`src/rtl/aes_pkg.sv`:
```
// Shared AES constants, GF(2^8) helper and the FSM encoding for the iterative
// MixColumns stage.
package aes_pkg;

  localparam int         AES_STATE_W = 128;
  localparam int         AES_COL_W   = 32;
  localparam logic [7:0] AES_POLY    = 8'h1B;

  typedef enum logic [1:0] {
    IDLE = 2'd0,
    BUSY = 2'd1,
    DONE = 2'd2
  } fsm_t;

  // Multiply by x in GF(2^8), reducing modulo x^8+x^4+x^3+x+1.
  function automatic logic [7:0] xtime(input logic [7:0] b);
    return {b[6:0], 1'b0} ^ (b[7] ? AES_POLY : 8'h00);
  endfunction

endpackage

```
`src/rtl/mix_column_word.sv`:
```
// Combinational MixColumns of one 32-bit column (row 0 in the top byte).
module mix_column_word
  import aes_pkg::*;
(
  input  logic [AES_COL_W-1:0] col_in,
  output logic [AES_COL_W-1:0] col_out
);

  logic [7:0] s_byte [4];
  logic [7:0] x_byte [4];

  genvar gi;

  for (gi = 0; gi < 4; gi++) begin : g_row
    assign s_byte[gi] = col_in[31-8*gi -: 8];
    assign x_byte[gi] = xtime(s_byte[gi]);
  end

  // Row r: 2*s[r] ^ 3*s[r+1] ^ s[r+2] ^ s[r+3], indices taken mod 4.
  for (gi = 0; gi < 4; gi++) begin : g_mix
    assign col_out[31-8*gi -: 8] = x_byte[gi]
                                 ^ x_byte[(gi+1)%4] ^ s_byte[(gi+1)%4]
                                 ^ s_byte[(gi+2)%4]
                                 ^ s_byte[(gi+3)%4];
  end

endmodule

```
`src/rtl/mix_columns_iter.sv`:
```
// Iterative AES MixColumns: one column per clock through a single shared mixer,
// valid/ready on both sides, with a per-block bypass for the final round.
module mix_columns_iter
  import aes_pkg::*;
(
  input  logic                   clk,
  input  logic                   rst_n,
  input  logic                   in_valid,
  output logic                   in_ready,
  input  logic [AES_STATE_W-1:0] state_in,
  input  logic                   bypass,
  output logic                   out_valid,
  input  logic                   out_ready,
  output logic [AES_STATE_W-1:0] state_out,
  output logic                   busy
);

  fsm_t                   fsm_reg;
  logic [1:0]             col_reg;
  logic [AES_STATE_W-1:0] state_reg;

  logic [AES_COL_W-1:0]   col_word [4];
  logic [AES_COL_W-1:0]   col_sel;
  logic [AES_COL_W-1:0]   col_mixed;
  logic [AES_STATE_W-1:0] state_mixed;

  genvar gi;

  // Split the working register into columns and rebuild it with only the
  // selected column replaced by the mixer output.
  for (gi = 0; gi < 4; gi++) begin : g_col
    assign col_word[gi] = state_reg[AES_STATE_W-1-32*gi -: 32];
    assign state_mixed[AES_STATE_W-1-32*gi -: 32] =
        (col_reg == 2'(gi)) ? col_mixed : col_word[gi];
  end

  assign col_sel = col_word[col_reg];

  mix_column_word u_mix (
    .col_in  (col_sel),
    .col_out (col_mixed)
  );

  always_ff @(posedge clk or negedge rst_n) begin
    if (!rst_n) begin
      fsm_reg   <= IDLE;
      col_reg   <= 2'd0;
      state_reg <= '0;
    end else begin
      case (fsm_reg)
        IDLE: begin
          if (in_valid) begin
            state_reg <= state_in;
            col_reg   <= 2'd0;
            fsm_reg   <= bypass ? DONE : BUSY;
          end
        end
        BUSY: begin
          state_reg <= state_mixed;
          col_reg   <= col_reg + 2'd1;
          if (col_reg == 2'd3) begin
            fsm_reg <= DONE;
          end
        end
        DONE: begin
          if (out_ready) begin
            fsm_reg <= IDLE;
          end
        end
        default: fsm_reg <= IDLE;
      endcase
    end
  end

  assign in_ready  = (fsm_reg == IDLE);
  assign out_valid = (fsm_reg == DONE);
  assign busy      = (fsm_reg == BUSY);
  assign state_out = state_reg;

endmodule
```
`config.mk`:
```
export PLATFORM = sky130hd
export DESIGN_NAME = mix_columns_iter
export DESIGN_NICKNAME = d
export VERILOG_FILES = /design/src/rtl/aes_pkg.sv /design/src/rtl/mix_column_word.sv /design/src/rtl/mix_columns_iter.sv
export SDC_FILE = /design/constraint.sdc
export NUM_CORES = 1
export LEC_CHECK = 0
export CAP_MARGIN = 10
export CORE_UTILIZATION = 54
export CTS_CLUSTER_SIZE = 20
export DETAILED_ROUTE_END_ITERATION = 6
export DONT_BUFFER_PORTS = 1
export HOLD_SLACK_MARGIN = 0.1
export PLACE_DENSITY = 0.8
export SYNTH_ARGS = -nofsm -noshare
export SYNTH_HDL_FRONTEND = slang
export SYNTH_SLANG_ARGS = --single-unit
```
`constraint.sdc`:
```
create_clock -name clk -period 3.71 [get_ports clk]
set_input_delay 0.5565 -clock clk [delete_from_list [all_inputs] [get_ports clk]]
set_output_delay 0.5565 -clock clk [all_outputs]
set_load 0.01 [all_outputs]
```
==> reports/results.ini <==
[clock_tree]
ctsHtreeMaxLevel=4
cts_tree=built
clk_root_buffer_cell=clkbuf_16
post_cts_buffers=0
clk-insertion-delay-late_ps=430
tritoncts_num_sinks=132
cts.repair.resized=0
cts.path.max_buffers=2
cts_buffers=17
clk_pin_slew_ps=60

[critical_path]
timing.reg2reg.setup_slack_ps=900
timing.critical_path.from_type=flop
crit_required_ps=3980
critical_path.endpoint_type=flop
worstPathCellList=buf_12 > mux4_2 > xnor3_2 > xnor2_1 > o21ai_0
cell_type_of_the_slowest_stage_on_the_worst_timing_path=mux4_2
critPathTopFamily=XOR/XNOR gates
arrival_ps=3080
criticalPathCategory=flop to flop
critical_path.n_buffers_inverters=1
peak_per_stage_delay_on_the_critical_path_ps=660
critical_path_peak_fanout=21

[routing]
count_of_vias_placed_by_the_detailed_router=5881
post-route-drc-count=0
vias_per_cell=6.46
drtIter0Drc=438
drtPass1Iterations=5
wirelength_microns=24700
detail-route-antenna-nets=0
wire_per_inst_microns=27.1

[global_route]
grt.total_usage_pct=30.8
initial_antenna_violation_count=0
grt_pass1_wl_microns=36700
grt_pass1_vias=6177
grt_start_max_net_pins=133
grt_overflow=0

[sta]
unrepaired_setup_endpoints_after_global_routing=no
maxClockFrequency_mhz=356
final_period_minus_worst_setup_slack_ps=2810
max_slew.worst_pin.slew_ps=884
setup_ws_ps=902
drv_slew=0
setup-tns-final_ps=0
layout_worst_path_cycle_share_pct=75.7
hold_viol=0
timing.hold.ws_ps=97.0
count_of_endpoints_failing_setup_in_the_final_report=0
max_slew_margin_pct=41.0
fin_worst_skew_ps=8.26

[run_status]
status=finished, final reports clean

[yosys]
ys.warnings.count=0
synth_simple_gate_area_share_pct=10.2
syn_area_per_cell_sq_um=12.2
mappedNetlistArea_sq_mm=0.00856
syn_inst=702
number_of_nets_in_the_synthesized_netlist=839
synth_fa_ha_area_share_pct=0.585
yosys-mux-area-fraction_pct=23.7
synthesis_stage_register_bit_count=132
synth_seq_area_share_pct=38.6
synth_compound_gate_area_share_pct=8.32
main_combinational_cell_family_by_area_after_synthesis=multiplexers
synthXorXnorAreaFrac_pct=15.7
ys_types=32

[cells_and_area]
largest_register_ff_count=128
area_growth_syn_to_layout_pct=9.36
layout.core_utilization_pct=61.1
antenna-diode-count=0
nNetsFinal=823
share_of_layout_cells_above_drive_strength_1_pct=13.3

[floorplanning]
row_count=45
pin_count=264
floorplan.die.width_microns=128
core_area_sq_mm=0.0153
die_area_sq_mm=0.0164
initial_utilization_pct=55.9
die_y_microns=128

[placement]
numPortBuffers=0
routabilityCongestion=0.886
hpwlAfterDp_microns=17800
post-place-ws_ps=862

[flow_run]
max_cap_viol_count=0

[worst_hold_path]
min_path_type=input pin to asynchronous set/reset pin

Yosys cell counts (all sizes together):
cell / n / share of area [%]
nor2b: 1 / 0.073
dfrtp: 132 / 39
ha: 4 / 0.58
inv: 4 / 0.18
buf: 10 / 1.0
xnor3: 38 / 10
mux2i: 128 / 15
nand2b: 3 / 0.22
mux4: 32 / 8.7
o21bai: 1 / 0.088
o21ai: 131 / 7.8
nand2: 9 / 0.39
a21oi: 5 / 0.29
clkbuf: 39 / 1.7
and2: 128 / 9.4
xnor2: 16 / 2.5
nor2: 3 / 0.13
xor3: 5 / 1.4
a22o: 1 / 0.10
xor2: 12 / 1.8
kinds of logic (layout without fill, tap and decap cells):
kind of cell	count (synthesis)	after routing
AND/OR/NAND/NOR	144	144
buffers and inverters	53	50
XOR/XNOR	71	71
flip-flops	132	132
multiplexers	160	160
AO/OA/AOI/OAI	138	138
adder cells (fa/ha/maj)	4	4
metrics by stage:
| stage | instances | area, sq um |
|---|---|---|
| 2_1_floorplan | 702 | 8560 |
| 3_3_place_gp | 877 | 8760 |
| 3_5_place_dp | 877 | 8760 |
| 4_1_cts | 910 | 9360 |
| 5_1_grt | 910 | 9360 |
| 6_report | 910 | 9360 |
cell type report:
class / count / area [sq um]
fillers: 1174 / 5960
multi-input cells: 517 / 5060
flip-flops and latches: 132 / 3310
clock buffers: 23 / 488
well taps: 211 / 264
repair buffers: 14 / 150
clock inverters: 9 / 77.6
inverters: 4 / 15.0
placed cells by master, fill, tap and decap left out, types with 4 or more instances in the layout:
cell / n
inv_1: 4
xnor3_1: 35
and2_1: 128
ha_1: 4
clkbuf_8: 4
buf_4: 11
o21ai_1: 42
xnor2_2: 5
clkinv_2: 5
nand2_1: 9
o21ai_0: 85
a21oi_4: 4
xor3_1: 5
o21ai_2: 4
mux4_1: 7
mux2i_1: 128
dfrtp_1: 130
mux4_2: 25
clkbuf_16: 17
xnor2_1: 9
xor2_1: 9
path summary, 6_finish.rpt:
check	endpoint	cells after the start	startpoint
worst max-delay path	state_out[106]$_DFFE_PN0P_	5	col_reg[0]$_DFFE_PN0P_
worst min-delay path	state_out[120]$_DFFE_PN0P_	1	rst_n
worst max register to register	state_out[106]$_DFFE_PN0P_	5	col_reg[0]$_DFFE_PN0P_
max in group asynchronous	col_reg[0]$_DFFE_PN0P_	1	rst_n
worst min register to register	state_out[72]$_DFFE_PN0P_	2	state_out[72]$_DFFE_PN0P_
min in group clk	fsm_reg[1]$_DFFE_PN0P_	1	out_ready
routing by layer:
metal	global-route usage (%)	vias up	share of wire (%)
li1	-	2477	-
met1	39.4	3067	40
met2	51.7	297	50
met3	7.47	40	8.3
met4	10.1	0	1.9
met5	0	-	0
timing repair:
| item | CTS | global route |
|---|---|---|
| hold buffers | 1 | 0 |
| setup endpoints to repair | 0 | 0 |
| endpoints found under the hold margin | 132 | 0 |
Power is not shown: default switching activity piles up to over one toggle a cycle in this logic, so the estimate is an artifact.
